[src/rtl/imm_lut_loader.sv]
// Reloadable 16-entry immediate table with a sequential loader that streams entries from data memory.
// Optional build macro IMM_LUT_CHECKSUM_EN adds an XOR checksum over the loaded words (csum/csum_ok).
module imm_lut_loader #(
  parameter int ENTRIES = 16,
  parameter int IDX_W   = 4,
  parameter int DW      = 8,
  parameter int AW      = 8
) (
  input  logic             Clk,
  input  logic             Reset,
  input  logic             start,
  input  logic [AW-1:0]    base_addr,
  output logic             mem_rd_en,
  output logic [AW-1:0]    mem_addr,
  input  logic [DW-1:0]    mem_rdata,
  input  logic             lk_valid,
  input  logic [IDX_W:0]   lk_in,
  output logic [DW-1:0]    dat_out,
  output logic             dat_valid,
  output logic             busy,
  output logic             done
`ifdef IMM_LUT_CHECKSUM_EN
  ,
  output logic [DW-1:0]    csum,
  output logic             csum_ok
`endif
);

  typedef enum logic [1:0] {IDLE, LOAD, DRAIN} state_t;

  state_t              state_reg;
  logic [IDX_W-1:0]    cnt_reg;
  logic [AW-1:0]       base_reg;
  logic                mem_rd_en_reg;
  logic [AW-1:0]       mem_addr_reg;
  logic [DW-1:0]       dat_out_reg;
  logic                dat_valid_reg;
  logic                busy_reg;
  logic                done_reg;

  logic                tbl_wr_en;
  logic [IDX_W-1:0]    tbl_wr_idx;
  logic [ENTRIES-1:0][DW-1:0] tbl_flat;

`ifdef IMM_LUT_CHECKSUM_EN
  logic [DW-1:0]       csum_reg;
  logic                csum_ok_reg;
  logic                csum_pend_reg;
`endif

  function automatic logic [DW-1:0] default_entry(input int idx);
    logic [DW-1:0] v;
    v = '0;
    case (idx)
      0:  v = DW'('h80);
      1:  v = DW'('h0F);
      2:  v = DW'('hEE);
      3:  v = DW'('h10);
      4:  v = DW'('hEB);
      6:  v = DW'('h3D);
      15: v = DW'('hFF);
      default: v = '0;
    endcase
    return v;
  endfunction

  // Read data lags the address by one cycle, so each LOAD cycle commits the previous index.
  always_comb begin
    tbl_wr_en  = 1'b0;
    tbl_wr_idx = '0;
    if (state_reg == LOAD && cnt_reg != '0) begin
      tbl_wr_en  = 1'b1;
      tbl_wr_idx = cnt_reg - IDX_W'(1);
    end else if (state_reg == DRAIN) begin
      tbl_wr_en  = 1'b1;
      tbl_wr_idx = IDX_W'(ENTRIES - 1);
    end
  end

  genvar gi;
  generate
    for (gi = 0; gi < ENTRIES; gi++) begin : g_tbl
      logic [DW-1:0] entry_reg;
      always_ff @(posedge Clk) begin
        if (Reset) begin
          entry_reg <= default_entry(gi);
        end else if (tbl_wr_en && tbl_wr_idx == IDX_W'(gi)) begin
          entry_reg <= mem_rdata;
        end
      end
      assign tbl_flat[gi] = entry_reg;
    end
  endgenerate

  always_ff @(posedge Clk) begin
    if (Reset) begin
      state_reg     <= IDLE;
      cnt_reg       <= '0;
      base_reg      <= '0;
      mem_rd_en_reg <= 1'b0;
      mem_addr_reg  <= '0;
      dat_out_reg   <= '0;
      dat_valid_reg <= 1'b0;
      busy_reg      <= 1'b0;
      done_reg      <= 1'b0;
`ifdef IMM_LUT_CHECKSUM_EN
      csum_reg      <= '0;
      csum_ok_reg   <= 1'b0;
      csum_pend_reg <= 1'b0;
`endif
    end else begin
      done_reg <= 1'b0;
`ifdef IMM_LUT_CHECKSUM_EN
      // The reference word arrives the cycle after DRAIN; compare it then.
      if (csum_pend_reg) begin
        csum_ok_reg   <= (csum_reg == mem_rdata);
        csum_pend_reg <= 1'b0;
      end
`endif
      case (state_reg)
        IDLE: begin
          if (start) begin
            base_reg      <= base_addr;
            cnt_reg       <= '0;
            state_reg     <= LOAD;
            busy_reg      <= 1'b1;
            mem_rd_en_reg <= 1'b1;
            mem_addr_reg  <= base_addr;
`ifdef IMM_LUT_CHECKSUM_EN
            csum_reg      <= '0;
`endif
          end
        end
        LOAD: begin
`ifdef IMM_LUT_CHECKSUM_EN
          if (tbl_wr_en) csum_reg <= csum_reg ^ mem_rdata;
`endif
          if (cnt_reg == IDX_W'(ENTRIES - 1)) begin
            state_reg <= DRAIN;
            done_reg  <= 1'b1;
`ifdef IMM_LUT_CHECKSUM_EN
            mem_rd_en_reg <= 1'b1;
            mem_addr_reg  <= base_reg + AW'(ENTRIES);
`else
            mem_rd_en_reg <= 1'b0;
`endif
          end else begin
            cnt_reg      <= cnt_reg + IDX_W'(1);
            mem_addr_reg <= base_reg + AW'(cnt_reg) + AW'(1);
          end
        end
        DRAIN: begin
          state_reg     <= IDLE;
          busy_reg      <= 1'b0;
          mem_rd_en_reg <= 1'b0;
`ifdef IMM_LUT_CHECKSUM_EN
          csum_reg      <= csum_reg ^ mem_rdata;
          csum_pend_reg <= 1'b1;
`endif
        end
        default: state_reg <= IDLE;
      endcase

      // Table reads are blocked while busy so a half-written table is never observed.
      dat_valid_reg <= 1'b0;
      if (lk_valid) begin
        if (!lk_in[IDX_W]) begin
          dat_out_reg   <= DW'(lk_in[IDX_W-1:0]);
          dat_valid_reg <= 1'b1;
        end else if (!busy_reg) begin
          dat_out_reg   <= tbl_flat[lk_in[IDX_W-1:0]];
          dat_valid_reg <= 1'b1;
        end
      end
    end
  end

  assign mem_rd_en = mem_rd_en_reg;
  assign mem_addr  = mem_addr_reg;
  assign dat_out   = dat_out_reg;
  assign dat_valid = dat_valid_reg;
  assign busy      = busy_reg;
  assign done      = done_reg;
`ifdef IMM_LUT_CHECKSUM_EN
  assign csum      = csum_reg;
  assign csum_ok   = csum_ok_reg;
`endif

endmodule

[config.mk]
export PLATFORM = sky130hd
export DESIGN_NAME = imm_lut_loader
export DESIGN_NICKNAME = d
export VERILOG_FILES = /design/src/rtl/imm_lut_loader.sv
export SDC_FILE = /design/constraint.sdc
export NUM_CORES = 1
export LEC_CHECK = 0
export CORE_UTILIZATION = 57
export CTS_CLUSTER_SIZE = 8
export DETAILED_ROUTE_END_ITERATION = 10
export PLACE_DENSITY = 0.79
export SETUP_SLACK_MARGIN = 0.5
export SLEW_MARGIN = 25
export SYNTH_ARGS = -nofsm -noshare
export SYNTH_HDL_FRONTEND = slang
export SYNTH_SLANG_ARGS = --single-unit
[constraint.sdc]
create_clock -name Clk -period 7.2 [get_ports Clk]
set_input_delay 1.08 -clock Clk [delete_from_list [all_inputs] [get_ports Clk]]
set_output_delay 1.08 -clock Clk [all_outputs]
set_load 0.05 [all_outputs]
==> flow_metrics.env <==
export IMPL_status="finished, final reports clean"
export IMPL_critical_path_class="flip-flop to flip-flop"
export IMPL_fillers=993
export IMPL_antennaDiodeCount=0
export IMPL_final_common_cell="dfxtp_1"
export IMPL_synth_top_family_by_area="multiplexers"
export IMPL_grt_pass1_vias=5719
export IMPL_drt_met1_wl_um=7450
export IMPL_synth_top_area_cell="dfxtp_1"
export IMPL_finalPower_uw=2450
export IMPL_final_cell_mix="dfxtp_1, mux2i_1, nand2_1, nor2_1, clkdlybuf4s50_1"
export IMPL_cts_tree="yes"
export IMPL_fp_row_count=41
export IMPL_io_pins=45
export IMPL_cp_required_ns=7.46
export IMPL_p_leak_uw=0.00358
export IMPL_synth_net_count=776
export IMPL_drive_above_1_share=0.130
export IMPL_finalCritPeriodShare=0.428
export IMPL_clk_pin_slew_worst_paths_ns=0.06
export IMPL_netlist_area_leader_share=0.433
export IMPL_clk_latency_ns=0.42
export IMPL_vias_per_cell=5.99
export IMPL_slew_headroom=0.308
export IMPL_async_reset_ff_frac=0
export IMPL_ff_latch_area_um2=3240
export IMPL_clock_sinks=162
export IMPL_synth_top_cells_by_area="dfxtp_1, mux2i_1, mux4_2, nand2_1, nor2_1"
export IMPL_ir_worst_vdd_v=0.000211
export IMPL_die_height_um=117
export IMPL_fin_skew_ns=0.00581
export IMPL_grt_use_total=0.283
export IMPL_io_buffers=44
export IMPL_synth_ff_type="dfxtp_1"
export IMPL_cts_buffers=17
export IMPL_rsz0062_at_grt="no"
export IMPL_wl_met3_um=1170
export IMPL_vias=5645
export IMPL_root_buffer="clkbuf_16"
export IMPL_largest_reg_flops=128
export IMPL_antenna_left=0
export IMPL_synth_avg_cell_area_um2=10.1
export IMPL_tightest_slew_ns=1.04
export IMPL_max_cap_viol_count=0
export IMPL_startpoint_type="flip-flop"
export IMPL_cts_max_level=4
export IMPL_seq_area_frac_synth=0.433
export IMPL_drc_errors=0
export IMPL_wl_per_cell_um=19.2
export IMPL_finalNonFillerCells=942
export IMPL_multi_input_area_um2=3970
export IMPL_finalSetupTns_ns=0
export IMPL_grt_max_degree=95
export IMPL_ys_types=59
export IMPL_dp_hpwl_um=11900
export IMPL_place_congestion=0.849
export IMPL_syn_instance_count=738
export IMPL_cts_setup_buffers=0
export IMPL_hold_violations=0
export IMPL_wl_um=18100
export IMPL_crit_arrival_ns=3.34
export IMPL_synth_warnings=0
export IMPL_highest_layer="met4"
export IMPL_die_area_um2=13600
export IMPL_synth_xor_xnor_area_share=0.00468
export IMPL_start_util=0.588
export IMPL_drtPass1Iterations=5
export IMPL_grt_pass1_wl_um=28800
export IMPL_layout_nets=797
export IMPL_synth_adder_area_share=0.0227
export IMPL_ctsResizeCount=0
export IMPL_yosys_mux_area_fraction=0.281
export IMPL_synth_compound_area_frac=0.0721
export IMPL_slew_violations=0
export IMPL_drt_first_iter_violations=555
export IMPL_power_density_nw_per_um2=286
export IMPL_dr_wl_met2_um=8860
export IMPL_end_kind="flip-flop"
export IMPL_clockBufferDepth=2
export IMPL_die_w_um=117
export IMPL_cts_hold_buf=0
export IMPL_synth_edf_count=0
export IMPL_setup_violations=0
export IMPL_synth_simple_gate_area_frac=0.150
export IMPL_fmax_mhz=325
export IMPL_ys_ff_latch=162
export IMPL_core_area_um2=12700
export IMPL_antenna_found_initial=0
export IMPL_period_minus_slack_ns=3.08
export IMPL_placed_cells=912
export IMPL_netlist_area_um2=7480
export IMPL_syn2layout_area_growth_pct=14.3
export IMPL_holdCritPathClass="flip-flop to flip-flop"
export IMPL_gr_total_overflow=0
export IMPL_cp_max_fo=28
-- cell families after synthesis --
family,Yosys count
flip-flops,162
multiplexers,169
AO/OA/AOI/OAI,75
adder cells (fa/ha/maj),13
XOR/XNOR,4
buffers and inverters,62
AND/OR/NAND/NOR,253
-- Yosys cell counts (all sizes together) (2+ instances only) --
master  instances
or3b            2
nand3          16
buf            19
nor2           89
a211oi          3
mux2            7
o22ai           2
nor3            4
o21a            3
nor2b           7
a221o           5
a21boi          3
clkbuf         31
a31oi           2
nand3b          2
xor2            2
o31a            8
dfxtp         162
nand2         115
nand2b          3
ha             12
and3            5
inv            12
mux4           32
mux2i         130
xnor2           2
o21ai          10
o211ai          3
a41oi           2
nor3b           4
a21oi          23
-- report_power, final --
| group | internal, uW | switching, uW | total (uW) |
|---|---|---|---|
| registers | 948 | 40.6 | 988 |
| logic | 185 | 376 | 562 |
| clock network | 542 | 353 | 896 |
-- metal layers --
metal	up-vias	GRT usage
met5	-	0
met4	0	0.117
met3	45	0.0649
met2	217	0.477
met1	2759	0.351
li1	2624	-
-- layout make-up --
class                   count  area share
inverters                  12     0.00527
clock buffers              21      0.0562
well taps                 172      0.0252
multi-input cells         514       0.464
clock inverters             9      0.0123
repair buffers             52      0.0574
flip-flops and latches    162       0.379
-- critical path, cell delays in order (launching register included) --
cell,delay (ns)
dfxtp_1,0.34
inv_1,0.15
ha_1,0.17
buf_4,0.31
inv_2,0.20
or4_4,0.60
a211oi_4,0.71
mux2i_1,0.31
nor2_1,0.09
-- per-stage QoR --
stage,hold WS [ns],util,cell area [um2],setup slack (ns)
2_1_floorplan,0.432,-,7480,4.34
3_3_place_gp,0.440,0.626,7970,3.82
3_5_place_dp,0.449,0.626,7970,3.75
4_1_cts,0.460,0.672,8550,4.11
5_1_grt,0.479,0.672,8550,4.00
6_report,0.456,0.672,8550,4.12
-- worst paths after layout --
kind | start | slack [ns] | cells after the start | to
max | state_reg[1]$_SDFFE_PP0P_ | 4.12 | 8 | g_tbl[7].entry_reg[7]$_SDFFE_PP0P_
min | mem_addr[1]$_SDFFE_PP0P_ | 0.46 | 2 | mem_addr[1]$_SDFFE_PP0P_
max reg2reg | state_reg[1]$_SDFFE_PP0P_ | 4.12 | 8 | g_tbl[7].entry_reg[7]$_SDFFE_PP0P_
min reg2reg | mem_addr[1]$_SDFFE_PP0P_ | 0.46 | 2 | mem_addr[1]$_SDFFE_PP0P_
(Power assumes the default switching activity.)
